`config.mk`:
```
export PLATFORM = sky130hd
export DESIGN_NAME = spi_reg_access_ctrl
export DESIGN_NICKNAME = d
export VERILOG_FILES = /design/src/rtl/spi_reg_access_ctrl.sv
export SDC_FILE = /design/constraint.sdc
export NUM_CORES = 1
export LEC_CHECK = 0
export ABC_AREA = 1
export BUFFER_PORTS_ARGS = -buffer_cell sky130_fd_sc_hd__clkbuf_2
export CELL_PAD_IN_SITES_DETAIL_PLACEMENT = 1
export CELL_PAD_IN_SITES_GLOBAL_PLACEMENT = 2
export CORE_MARGIN = 8
export CORE_UTILIZATION = 37
export DETAILED_ROUTE_END_ITERATION = 10
export HOLD_SLACK_MARGIN = 0.12
export PLACE_DENSITY = 0.91
export SLEW_MARGIN = 20
export SYNTH_ARGS = -nofsm -noshare
export SYNTH_HDL_FRONTEND = slang
export SYNTH_SLANG_ARGS = --single-unit
```
`constraint.sdc`:
```
create_clock -name clk40M -period 4.6 [get_ports clk40M]
set_clock_uncertainty 0.15 [all_clocks]
set_input_delay 0.23 -clock clk40M [delete_from_list [all_inputs] [get_ports clk40M]]
set_output_delay 0.23 -clock clk40M [all_outputs]
set_load 0.05 [all_outputs]
```
`src/rtl/spi_reg_access_ctrl.sv`:
```
// SPI register-access controller: one CS frame per request (cmd, addr bytes, data bytes), write or read.
// Define SPI_LOOPBACK_EN to sample the receive path from mosi instead of the miso port.
module spi_reg_access_ctrl #(
  parameter int          SPI_MODE          = 3,
  parameter int          LSB_FIRST         = 1,
  parameter int          CLKS_PER_HALF_BIT = 8,
  parameter int          ADDR_BYTES        = 2,
  parameter int          DATA_BYTES        = 2,
  parameter int          CS_SETUP_CLKS     = 1,
  parameter int          CS_INACTIVE_CLKS  = 1,
  parameter logic [7:0]  WR_CMD            = 8'hA1,
  parameter logic [7:0]  RD_CMD            = 8'hA2
) (
  input  logic                    clk40M,
  input  logic                    nRst,
  input  logic                    i_req,
  input  logic [7:0]              i_cmd,
  input  logic [8*ADDR_BYTES-1:0] i_addr,
  input  logic [8*DATA_BYTES-1:0] i_wdata,
  output logic                    o_busy,
  output logic                    o_done,
  output logic                    o_err,
  output logic [8*DATA_BYTES-1:0] o_rdata,
  output logic                    spi_clk,
  output logic                    sl,
  output logic                    mosi,
  input  logic                    miso
);

  localparam bit [1:0] MODE   = 2'(SPI_MODE);
  localparam logic     CPOL   = MODE[1];
  localparam logic     CPHA   = MODE[0];
  localparam int       N      = 8 * (1 + ADDR_BYTES + DATA_BYTES);
  localparam int       DSTART = 8 * (1 + ADDR_BYTES);
  localparam int       DW     = 8 * DATA_BYTES;
  localparam int       EW     = $clog2(2 * N + 1);
  localparam int       RW     = $clog2(DW);

  typedef enum logic [1:0] {IDLE, SETUP, SHIFT, GAP} state_t;

  state_t          state;
  logic [15:0]     tcnt;
  logic [EW-1:0]   ecnt;
  logic [N-1:0]    sr;
  logic [N-1:0]    frame_nx;
  logic [DW-1:0]   rx_buf;
  logic            rd_frame;
  logic            sin;
  logic [EW-1:0]   bit_idx;
  logic            in_data;
  logic [RW-1:0]   rx_pos;

  // Reorders a byte so that bit 0 is always the first bit on the wire.
  function automatic logic [7:0] wire_order(input logic [7:0] b);
    logic [7:0] r;
    for (int i = 0; i < 8; i++) r[i] = (LSB_FIRST != 0) ? b[i] : b[7-i];
    return r;
  endfunction

  always_comb begin
    frame_nx = '0;
    frame_nx[7:0] = wire_order(i_cmd);
    for (int i = 0; i < ADDR_BYTES; i++)
      frame_nx[8*(1+i) +: 8] = wire_order(i_addr[8*i +: 8]);
    for (int i = 0; i < DATA_BYTES; i++)
      frame_nx[DSTART + 8*i +: 8] = wire_order(i_wdata[8*i +: 8]);
  end

`ifdef SPI_LOOPBACK_EN
  assign sin = mosi;
`else
  assign sin = miso;
`endif

  // Each sample edge carries bit (ecnt/2); MSB-first bytes land mirrored within the byte.
  assign bit_idx = ecnt >> 1;
  assign in_data = (bit_idx >= EW'(DSTART));
  assign rx_pos  = RW'(bit_idx - EW'(DSTART)) ^ ((LSB_FIRST != 0) ? RW'(0) : RW'(7));

  always_ff @(posedge clk40M or negedge nRst) begin
    if (!nRst) begin
      state    <= IDLE;
      tcnt     <= '0;
      ecnt     <= '0;
      sr       <= '0;
      rx_buf   <= '0;
      rd_frame <= 1'b0;
      spi_clk  <= CPOL;
      sl       <= 1'b1;
      mosi     <= 1'b0;
      o_busy   <= 1'b0;
      o_done   <= 1'b0;
      o_err    <= 1'b0;
      o_rdata  <= '0;
    end else begin
      o_done <= 1'b0;
      o_err  <= 1'b0;
      case (state)
        IDLE: if (i_req) begin
          if (i_cmd == WR_CMD || i_cmd == RD_CMD) begin
            state    <= SETUP;
            o_busy   <= 1'b1;
            sl       <= 1'b0;
            tcnt     <= '0;
            ecnt     <= '0;
            rd_frame <= (i_cmd == RD_CMD);
            if (CPHA == 1'b0) begin
              mosi <= frame_nx[0];
              sr   <= frame_nx >> 1;
            end else begin
              mosi <= 1'b0;
              sr   <= frame_nx;
            end
          end else begin
            o_done <= 1'b1;
            o_err  <= 1'b1;
          end
        end
        SETUP: begin
          tcnt <= tcnt + 16'd1;
          if (tcnt == 16'(CS_SETUP_CLKS - 1)) begin
            state <= SHIFT;
            tcnt  <= '0;
          end
        end
        SHIFT: begin
          tcnt <= tcnt + 16'd1;
          if (tcnt == 16'(CLKS_PER_HALF_BIT - 1)) begin
            tcnt    <= '0;
            spi_clk <= ~spi_clk;
            ecnt    <= ecnt + EW'(1);
            if (ecnt[0] == CPHA) begin
              if (in_data) rx_buf[rx_pos] <= sin;
            end else begin
              mosi <= sr[0];
              sr   <= sr >> 1;
            end
            // Last edge ends the frame; releasing sl also drops mosi.
            if (ecnt == EW'(2 * N - 1)) begin
              state <= GAP;
              sl    <= 1'b1;
              mosi  <= 1'b0;
            end
          end
        end
        GAP: begin
          tcnt <= tcnt + 16'd1;
          if (tcnt == 16'(CS_INACTIVE_CLKS - 1)) begin
            state  <= IDLE;
            o_busy <= 1'b0;
            o_done <= 1'b1;
            if (rd_frame) o_rdata <= rx_buf;
          end
        end
        default: state <= IDLE;
      endcase
    end
  end

endmodule

```
-- Word level (Yosys, flattened, before mapping)
Cells that the tools add are included.
- bits in registers: 104
- bits of input ports: 44
- logic and storage cells: 94
- add/subtract/negate cells: 3
- order comparisons: 3
- equal/unequal tests: 15
- muxes and demuxes: 42
- bitwise gates (word level): 1
- reductions and logical operators: 17
- operators by type and width (operator ; number):
    $mux W40 ; 4
    $pmux W40 S2 ; 1
    $mux W16 ; 4
    $pmux W16 S4 ; 1
    $mux W7 ; 3
    $add A16 B1 Y16 const B ; 1
    $bwmux W16 ; 1
    $eq A16 B3 Y1 const B ; 1
    $eq A8 B8 Y1 const B ; 2
    $logic_not A16 Y1 ; 1
    $mux W1 ; 15
    $reduce_and A5 Y1 ; 3
    $ne A2 B2 Y1 const B ; 7
    $pmux W7 S2 ; 1
    $mux W2 ; 6
    $reduce_and A4 Y1 ; 3
    $pmux W1 S2 ; 4
    $pmux W2 S4 ; 1
    $add A7 B1 Y7 const B ; 1
    $eq A7 B7 Y1 const B ; 1
    $ge A6 B5 Y1 const B ; 1
    $reduce_and A3 Y1 ; 2
    $reduce_and A6 Y1 ; 1
    $lt A4 B5 Y1 const B ; 1
    other kinds (12) ; 15

-- Logic depth before layout (Yosys ltp)
Gate-level depths: netlist (run 1).
- word-level depth: 6
- gate-level depth with buffers: 11
- mapped depth without buffers: 11

-- Worst setup path before layout (run 1)
No wires, ideal clock.
- path type: register to register
- from: register state[0]
- to: register rx_buf[12]
- setup time: 132 ps
- arrival time: 1589 ps
- data required time: 4318 ps
- slack: 2729 ps
- cell stages (with the launch flop): 10
- buffers on the path: 2
- cells stage by stage: dfrtp_1 > inv_1 > ha_1 > buf_2 > nand2_1 > nor3_4 > buf_6 > nand3_1 > nand2_1 > o21ai_1
- cells in the longest elaborated chain, start to end: 2
- RTL lines (item ; RTL line ; text):
    start: declaration ; 41 ; state_t state;
    start signal: assignment ; 82 ; state <= IDLE;
    start signal: assignment ; 101 ; state <= SETUP;
    start signal: assignment ; 122 ; state <= SHIFT;
    $eq A2 B2 Y1 ; 98 ; case (state)
    $reduce_and A4 Y1 (no line) ; -- ;
    end signal: indexed assignment ; 133 ; if (in_data) rx_buf[rx_pos] <= sin;
    end: declaration ; 46 ; logic [DW-1:0] rx_buf;
Every way passes these cells.
A chain may end at the register's enable or synchronous reset.

-- Final worst setup path (run 1)
- from: input port i_cmd[4]
- to: register sr[22]
- cells in the longest elaborated chain, start to end: 4
- elaborated cells on any way between the ends: 5
- those cells by class: 3 x eq/ne; 2 x reduce/logical
- RTL lines (item ; RTL line ; text):
    start: declaration ; 17 ; input logic [7:0] i_cmd,
    $eq A8 B8 Y1 ; 100 ; if (i_cmd == WR_CMD || i_cmd == RD_CMD) begin
    $logic_or A1 B1 Y1 (*) ; 100 ;
    $ne A2 B2 Y1 (no line) (*) ; -- ;
    $reduce_and A5 Y1 (no line) (*) ; -- ;
    end signal: assignment ; 109 ; sr <= frame_nx >> 1;
    end signal: assignment ; 112 ; sr <= frame_nx;
    end signal: assignment ; 136 ; sr <= sr >> 1;
    end: declaration ; 44 ; logic [N-1:0] sr;
Every way passes the cells marked *; elsewhere a longest branch is shown, timed or not.

==> results.cfg, run 1 <==
[status]
status = complete, no violations

[power_and_ir_drop]
seq_power_share_pct = 37.7
p_leak_uw = 0.00315
swShare_pct = 43.9
vdd_drop_max_mv = 0.332
switchingPower_uw = 1530
power_density_nw_per_um2 = 545
p_clk_share_pct = 21.5
p_int_uw = 1950
power_frac_comb_pct = 40.8

[clock_network]
cts_htree_levels = 3
cts_root_buffer = clkbuf_16
clock_sinks = 104
cts_tree = done
cts-resized-gates = 0
cts.clk_slew.worst_paths_ns = 0.07
clk_latency_ns = 0.36
clockBufferDepth = 2
cts_buffers = 9

[synth]
synth-compound-area-share_pct = 9.18
synth_cell_types = 36
yosysSeqAreaShare_pct = 49.8
synthCells = 624
synthAdderAreaFrac_pct = 1.91
netlist_area_um2 = 5230
ys_ff_latch = 104
synth_most_common_cell = nand2_1
synth.area.mux_share_pct = 6.31
synth-xor-area-share_pct = 1.17
ys.warnings.count = 0
synth_top_family_by_area = simple AND/OR/NAND/NOR gates
syn_nets = 676
synth_area_leaders = dfrtp_1, nand2_1, nand3_1
netlist_top_cells_count = nand2_1, dfrtp_1, nand3_1
synth_edf_count = 0
synth_top_area_share_pct = 48.8
synth_top_cell_by_area = dfrtp_1
synth-simple-area-share_pct = 26.3
syn_avg_cell_area_um2 = 8.38
ys.flop_type = dfrtp_1
ys_async_sr_fraction_pct = 100

[place]
gp_congestion = 0.776
port-buffer-count = 65
dpl.hpwl_mm = 9.39

[floorplanning]
fp-row-count = 43
dieArea_um2 = 18200
coreArea_um2 = 13800
start_util_pct = 37.8
die_x_um = 135
ios = 66
dieHeight_um = 135

[detailed_routing]
wl_per_cell_um = 15.7
wl_mm = 14.2
vias = 4605
drtIter0Drc = 200
remaining_drc_errors = 0
vias_per_cell = 5.08
dr.pass1.iters = 4
drtAntennaViolNets = 0

[setup_path]
crit_type = in2reg
cp-end-kind = register
rr_worst_depth = 6
worstPathRequired_ns = 4.67
worst_setup_path_start_kind = primary input
worstPathArrival_ns = 3.06
path_max_fanout = 79

[sta]
maxSlewHeadroom_pct = 35.7
fin_crit_sh_pct = 64.9
fin_crit_ns = 2.99
setup_tns_ns = 0
rsz0062_at_grt = false
slew_violations = 0
setup_violations = 0
hold_viol = 0
fmax_mhz = 335
worst_slew_pin_slew_ns = 0.963
holdWs_ns = 0.138

[grt]
antenna_found_initial = 0
grt_remaining_overflow = 0
grt_pass1_wl_mm = 24.2
grt_pass1_vias = 4918
grtUsageTotal_pct = 16.4
grt_max_degree = 80

[worst_hold_path]
holdPathStages = 5
min_path_type = in2reg

[finish]
diodes = 0
final_layout_size_suffix_gt1_share_pct = 13.8
num-fill-cells = 1621
area_growth_pct = 22.1
final_nets = 773

[job]
maxCapViolCount = 0
==> metal layers <==
metal / routed length, um / GRT usage [%]
met1: 6200 / 19.7
met2: 7080 / 27.8
met3: 656 / 4.05
met4: 266 / 5.99
met5: 0 / 0
==> power groups by stage <==
| stage | registers [uW] | clock network [uW] | logic (uW) |
|---|---|---|---|
| finish | 1310 | 749 | 1420 |
| detailed placement | 1320 | 0 | 1390 |
| CTS | 1310 | 763 | 1420 |
| floorplan | 1470 | 0 | 907 |
| global placement | 1310 | 0 | 1320 |
| global route | 1340 | 797 | 1590 |
==> critical path, stage by stage <==
cell	delay, ns
dlygate4sd3_1	0.54
clkbuf_2	0.11
inv_1	0.06
nand2_1	0.06
nor2_2	0.18
nand4_1	0.13
nand2_2	0.31
nand4_4	0.80
o21ai_0	0.60
==> flip-flops by register name (all words and copies together), names as in the netlist <==
| name | flops |
|---|---|
| o_busy | 1 |
| rx_buf | 16 |
| state | 2 |
| rd_frame | 1 |
| sl | 1 |
| tcnt | 16 |
| ecnt | 7 |
| o_done | 1 |
| o_err | 1 |
| o_rdata | 16 |
| spi_clk | 1 |
| sr | 40 |
| mosi | 1 |
==> what timing repair did <==
item | CTS | global route
setup buffers | 0 | 0
endpoints found under the hold margin | 106 | 0
hold buffers | 43 | 0
==> cell families (layout without fill, tap and decap cells) <==
| group | count (synthesis) | in the layout |
|---|---|---|
| mux | 33 | 33 |
| buf+inv | 64 | 166 |
| flops | 104 | 104 |
| xor+xnor | 7 | 7 |
| compound gates | 92 | 92 |
| fa+ha+maj | 8 | 8 |
| simple gates | 316 | 316 |
==> worst paths after layout <==
kind                            start    endpoint  slack [ns]
min reg2reg                o_rdata[5]  o_rdata[5]        0.32
max reg2reg                  state[0]      sr[22]        1.66
max in group asynchronous        nRst     tcnt[6]        2.87
max                          i_cmd[4]      sr[22]        1.61
min in group asynchronous        nRst    tcnt[14]        0.36
min                          i_cmd[2]       sr[2]        0.14
==> layout by cell type, fill, tap and decap left out, types with 6 or more instances in the layout <==
cell type      count
o21ai_0           54
ha_1               7
mux2i_1           33
dfrtp_1          102
o21ai_1           24
nand4_1            7
nand3_1           67
dlygate4sd3_1     43
inv_1             39
clkbuf_16          9
nor2_1            35
xor2_1             6
clkbuf_2          64
nand2_1          190
==> through the flow <==
step | power [uW] | setup WS, ns | util (%) | cell area [um2] | cells
after floorplan | 2370 | 2.73 | - | 5230 | 624
after global placement | 2630 | 1.96 | 41.0 | 5670 | 847
after detailed placement | 2710 | 1.76 | 41.0 | 5670 | 847
after CTS | 3500 | 1.70 | 46.2 | 6380 | 906
after global routing | 3730 | 1.27 | 46.2 | 6380 | 906
final | 3480 | 1.61 | 46.2 | 6380 | 906
==> final cells by class <==
class | count | area, um2 | area share [%]
sequential | 104 | 2610 | 40.8
multi-input combinational | 456 | 2350 | 36.8
timing repair buffer | 110 | 773 | 12.1
clock buffer | 9 | 225 | 3.53
tap | 180 | 225 | 3.53
inverter | 40 | 150 | 2.35
clock inverter | 7 | 55.1 | 0.862
No activity file was read; power rests on OpenSTA's default activity.
==> run 2, diff against run 1 <==
--- a/config.mk
+++ b/config.mk
@@ -10,10 +10,10 @@
 export CELL_PAD_IN_SITES_DETAIL_PLACEMENT = 1
 export CELL_PAD_IN_SITES_GLOBAL_PLACEMENT = 2
 export CORE_MARGIN = 8
-export CORE_UTILIZATION = 37
+export CORE_UTILIZATION = 31
 export DETAILED_ROUTE_END_ITERATION = 10
 export HOLD_SLACK_MARGIN = 0.12
-export PLACE_DENSITY = 0.91
+export PLACE_DENSITY = 0.82
 export SLEW_MARGIN = 20
 export SYNTH_ARGS = -nofsm -noshare
 export SYNTH_HDL_FRONTEND = slang
==> constraint.sdc (replaced) <==
create_clock -name clk40M -period 2.53 [get_ports clk40M]
set_clock_uncertainty 0.15 [all_clocks]
set_input_delay 0.1265 -clock clk40M [delete_from_list [all_inputs] [get_ports clk40M]]
set_output_delay 0.1265 -clock clk40M [all_outputs]
set_load 0.05 [all_outputs]
==> results.cfg, run 2 (synthesis gave the netlist of run 1 again) <==
[floorplanning]
start_util_pct = 31.7
coreArea_um2 = 16500
die_x_um = 146
fp-row-count = 47
dieArea_um2 = 21300
ios = 66
dieHeight_um = 146

[grt]
antenna_found_initial = 0
grt_pass1_wl_mm = 24.1
grt_pass1_vias = 4932
grt_max_degree = 80
grtUsageTotal_pct = 13.5
grt_remaining_overflow = 0

[clock_network]
cts_tree = done
cts_buffers = 9
clock_sinks = 104
cts_root_buffer = clkbuf_16
cts_htree_levels = 3
cts.clk_slew.worst_paths_ns = 0.07
clockBufferDepth = 2
clk_latency_ns = 0.35

[detailed_routing]
met2WireLength_mm = 6.81
vias = 4518
wl_met3_um = 565
top_layer = met4
drtIter0Drc = 175
remaining_drc_errors = 0
wl_per_cell_um = 14.7
vias_per_cell = 4.74
drtAntennaViolNets = 0
wl_mm = 14.0
dr.pass1.iters = 4
wl_met1_mm = 6.47

[setup_path]
worstPathArrival_ns = 2.22
cp-end-kind = register
path_buf_inv = 3
crit_family = buffers and inverters
rrSetupSlack_ns = 0.38
path_max_fanout = 26
critPathSlowestCell = buf_4
worst_setup_path_start_kind = register
crit_type = reg2reg
worstPathCellList = inv_1 -> ha_2 -> buf_4 -> buf_4 -> mux2i_1 -> o21ai_0
crit_path_frequent_cell = buf_4
worstPathRequired_ns = 2.60
critPathMaxStageDelay_ns = 0.46

[place]
dpl.hpwl_mm = 9.84
placed_cells = 893
gp_congestion = 0.754
port-buffer-count = 65

[sta]
setup_violations = 0
hold_viol = 0
setup_tns_ns = 0
rsz0062_at_grt = false
slew_violations = 0
fmax_mhz = 465
fin_crit_ns = 2.15
holdWs_ns = 0.235
maxSlewHeadroom_pct = 49.6
worst_slew_pin_slew_ns = 0.755
fin_crit_sh_pct = 85.0

[finish]
largest_reg_flops = 40
final_common_cell = nand2_1
final_nets = 781
area_growth_pct = 25.1
final_layout_size_suffix_gt1_share_pct = 14.4
num-fill-cells = 1945
diodes = 0
layout_common_cells = nand2_1, dfrtp_1, nand3_1, clkbuf_2, o21ai_0
finalNonFillerCells = 954
regMostFlops = sr

[power_and_ir_drop]
power.total_uw = 6420
p_leak_uw = 0.00321
power_density_nw_per_um2 = 981
vdd_drop_max_mv = 0.457

[job]
maxCapViolCount = 0

[worst_hold_path]
min_path_type = in2async

[status]
status = complete, no violations
run 2: final cells by class:
cell class,count,area (um2),share of cell area [%]
Clock inverter,5,46.3,0.707
Inverter,40,150,2.29
Sequential cell,104,2610,39.8
Clock buffer,11,253,3.86
Tap cell,220,275,4.21
Timing Repair Buffer,118,863,13.2
Multi-Input combinational cell,456,2350,35.9
run 2: power by group:
part	switching [uW]	total, uW	internal [uW]
Clock	663	1400	740
Combinational	1810	2640	829
Sequential	264	2380	2110
run 2: path summary, 6_finish.rpt:
path / from / to / cells past startpoint
min reg2reg: o_rdata[2] / o_rdata[2] / 2
min in group clk40M: o_rdata[2] / o_rdata[2] / 2
max in group asynchronous: nRst / sl / 3
max: state[0] / sr[13] / 6
max reg2reg: state[0] / sr[13] / 6
min: nRst / tcnt[10] / 2
run 2: metrics by stage:
step                setup slack (ns)  util (%)  instance area (um2)
floorplan                      0.659         -                 5230
global placement               0.492      35.1                 5790
detailed placement             0.421      35.1                 5790
CTS                            0.394      39.6                 6540
global route                   0.162      39.6                 6540
finish                         0.379      39.6                 6540
run 2: worst register-to-register path: stages (launching register included):
cell and delay (ns):
dfrtp_1 0.42, inv_1 0.13, ha_2 0.19, buf_4 0.27, buf_4 0.46, mux2i_1 0.28
o21ai_0 0.12
run 2: what timing repair did:
action                                 in CTS  in global routing
hold buffers                               45                  0
endpoints found under the hold margin      98                  0
buffers inserted                            0                  0
gates resized for setup                     0                  0
run 2: per-layer routing:
metal  vias to the layer above  track usage, %
met5                         -               0
met4                         0            4.27
met3                        12            3.17
met2                        73            22.9
met1                      2165            16.5
li1                       2268               -
==> run 3, diff against run 2 <==
--- a/config.mk
+++ b/config.mk
@@ -7,10 +7,11 @@
 export LEC_CHECK = 0
 export ABC_AREA = 1
 export BUFFER_PORTS_ARGS = -buffer_cell sky130_fd_sc_hd__clkbuf_2
-export CELL_PAD_IN_SITES_DETAIL_PLACEMENT = 1
-export CELL_PAD_IN_SITES_GLOBAL_PLACEMENT = 2
+export CELL_PAD_IN_SITES_DETAIL_PLACEMENT = 0
+export CELL_PAD_IN_SITES_GLOBAL_PLACEMENT = 1
+export CORE_ASPECT_RATIO = 0.7
 export CORE_MARGIN = 8
-export CORE_UTILIZATION = 31
+export CORE_UTILIZATION = 39
 export DETAILED_ROUTE_END_ITERATION = 10
 export HOLD_SLACK_MARGIN = 0.12
 export PLACE_DENSITY = 0.82
==> results.cfg, run 3 (synthesis gave the netlist of run 1 again) <==
[setup_path]
cp-end-kind = register
worstPathRequired_ns = 2.58
crit_family = simple AND/OR/NAND/NOR gates
rr_startpoint = state[0]
crit_type = reg2reg
critPathSlowestCell = nor3_4
startpoint = state[0]
worstPathArrival_ns = 2.27
critPathMaxStageDelay_ns = 0.48
worstPathCellList = inv_1 -> ha_2 -> nand2_1 -> nor3_4 -> nand3_1 -> nand2_1 -> o21ai_0
path_buf_inv = 1
worst_setup_path_start_kind = register
path_max_fanout = 16
crit_path_frequent_cell = nand2_1

[floorplanning]
fp-row-count = 35
coreArea_um2 = 13100
start_util_pct = 39.8
dieHeight_um = 113
die_x_um = 154
dieArea_um2 = 17400
ios = 66

[clock_network]
clock_sinks = 104
post_cts_buffers = 0
cts-resized-gates = 0
cts_tree = done
clockBufferDepth = 2
cts_htree_levels = 3
cts.clk_slew.worst_paths_ns = 0.07
cts_buffers = 9
cts_root_buffer = clkbuf_16
clk_latency_ns = 0.34

[detailed_routing]
drtAntennaViolNets = 0
vias = 4457
wl_mm = 12.2
dr.pass1.iters = 4
vias_per_cell = 4.93
remaining_drc_errors = 0
drtIter0Drc = 355
wl_per_cell_um = 13.5

[grt]
grtUsageTotal_pct = 14.8
grt_max_degree = 52
antenna_found_initial = 0
grt_remaining_overflow = 0
grt_pass1_vias = 4427
grt_pass1_wl_mm = 21.5

[finish]
final_area_um2 = 6490
largest_reg_flops = 40
regMostFlops = sr
diodes = 0
area_growth_pct = 24.0
final_layout_size_suffix_gt1_share_pct = 14.8
layout_common_cells = nand2_1, dfrtp_1, nand3_1, clkbuf_2, o21ai_0
final_common_cell = nand2_1
num-fill-cells = 1231
final_nets = 785

[job]
maxCapViolCount = 0

[power_and_ir_drop]
p_leak_uw = 0.00321
power_density_nw_per_um2 = 974
vdd_drop_max_mv = 0.444

[place]
gp_congestion = 0.780
dpl.hpwl_mm = 8.80
port-buffer-count = 65
place_area_um2 = 5760

[sta]
maxSlewHeadroom_pct = 62.7
holdWs_ns = 0.114
setup_violations = 0
worst_slew_pin_slew_ns = 0.557
fin_crit_sh_pct = 87.6
slew_violations = 0
hold_viol = 0
fmax_mhz = 451
rsz0062_at_grt = false
setup_tns_ns = 0
fin_crit_ns = 2.22

[status]
status = complete, no violations

[worst_hold_path]
min_path_type = in2async
## run 3: cell types whose count changed in the layout (fill, tap and decap cells not counted)
cell	delta
buf_4	+4
clkbuf_8	-2
clkinvlp_4	+2
clkbuf_1	+1
inv_6	-1
## run 3: cell type report
cell class                      count  area, um2  area share (%)
Multi-Input combinational cell    456       2350            36.2
Tap cell                          166        208            3.20
Clock buffer                       10        229            3.53
Inverter                           40        150            2.31
Clock inverter                      6       52.6           0.810
Timing Repair Buffer              122        893            13.8
Sequential cell                   104       2610            40.1
## run 3: timing repair
| item | CTS | global route |
|---|---|---|
| setup endpoints to repair | 0 | 1 |
| hold endpoints to repair | 145 | 0 |
| hold buffers | 45 | 0 |
## run 3: through the flow
stage               power [uW]  setup WS [ns]  utilization (%)  std cells
global placement          4890          0.308             43.8        843
finish                    6320          0.313             49.4        904
global route              6820         0.0186             49.4        904
CTS                       6400          0.239             49.4        904
detailed placement        5000          0.232             43.8        843
floorplan                 4320          0.659                -        624
## run 3: report_power, final
part           internal, uW  leakage (uW)  total (uW)  switching, uW
clock network           682      0.000131        1320            635
registers              2120       0.00128        2360            249
logic                   865       0.00180        2640           1770
## run 3: metal layers
| metal | vias up | wire length, um | GRT usage, % |
|---|---|---|---|
| li1 | 2279 | - | - |
| met1 | 2078 | 6380 | 20.6 |
| met2 | 92 | 5210 | 23.2 |
| met3 | 8 | 552 | 3.77 |
| met4 | 0 | 85 | 2.54 |
| met5 | - | 0 | 0 |
## run 3: final timing paths
check	to	slack (ns)	cells past startpoint
worst max-delay path	rx_buf[0]	0.31	7
worst min-delay path	sr[14]	0.11	2
worst max register to register	rx_buf[0]	0.31	7
worst min register to register	o_rdata[13]	0.32	2
max in group asynchronous	sl	1.41	3
min in group clk40M	rx_buf[9]	0.12	3
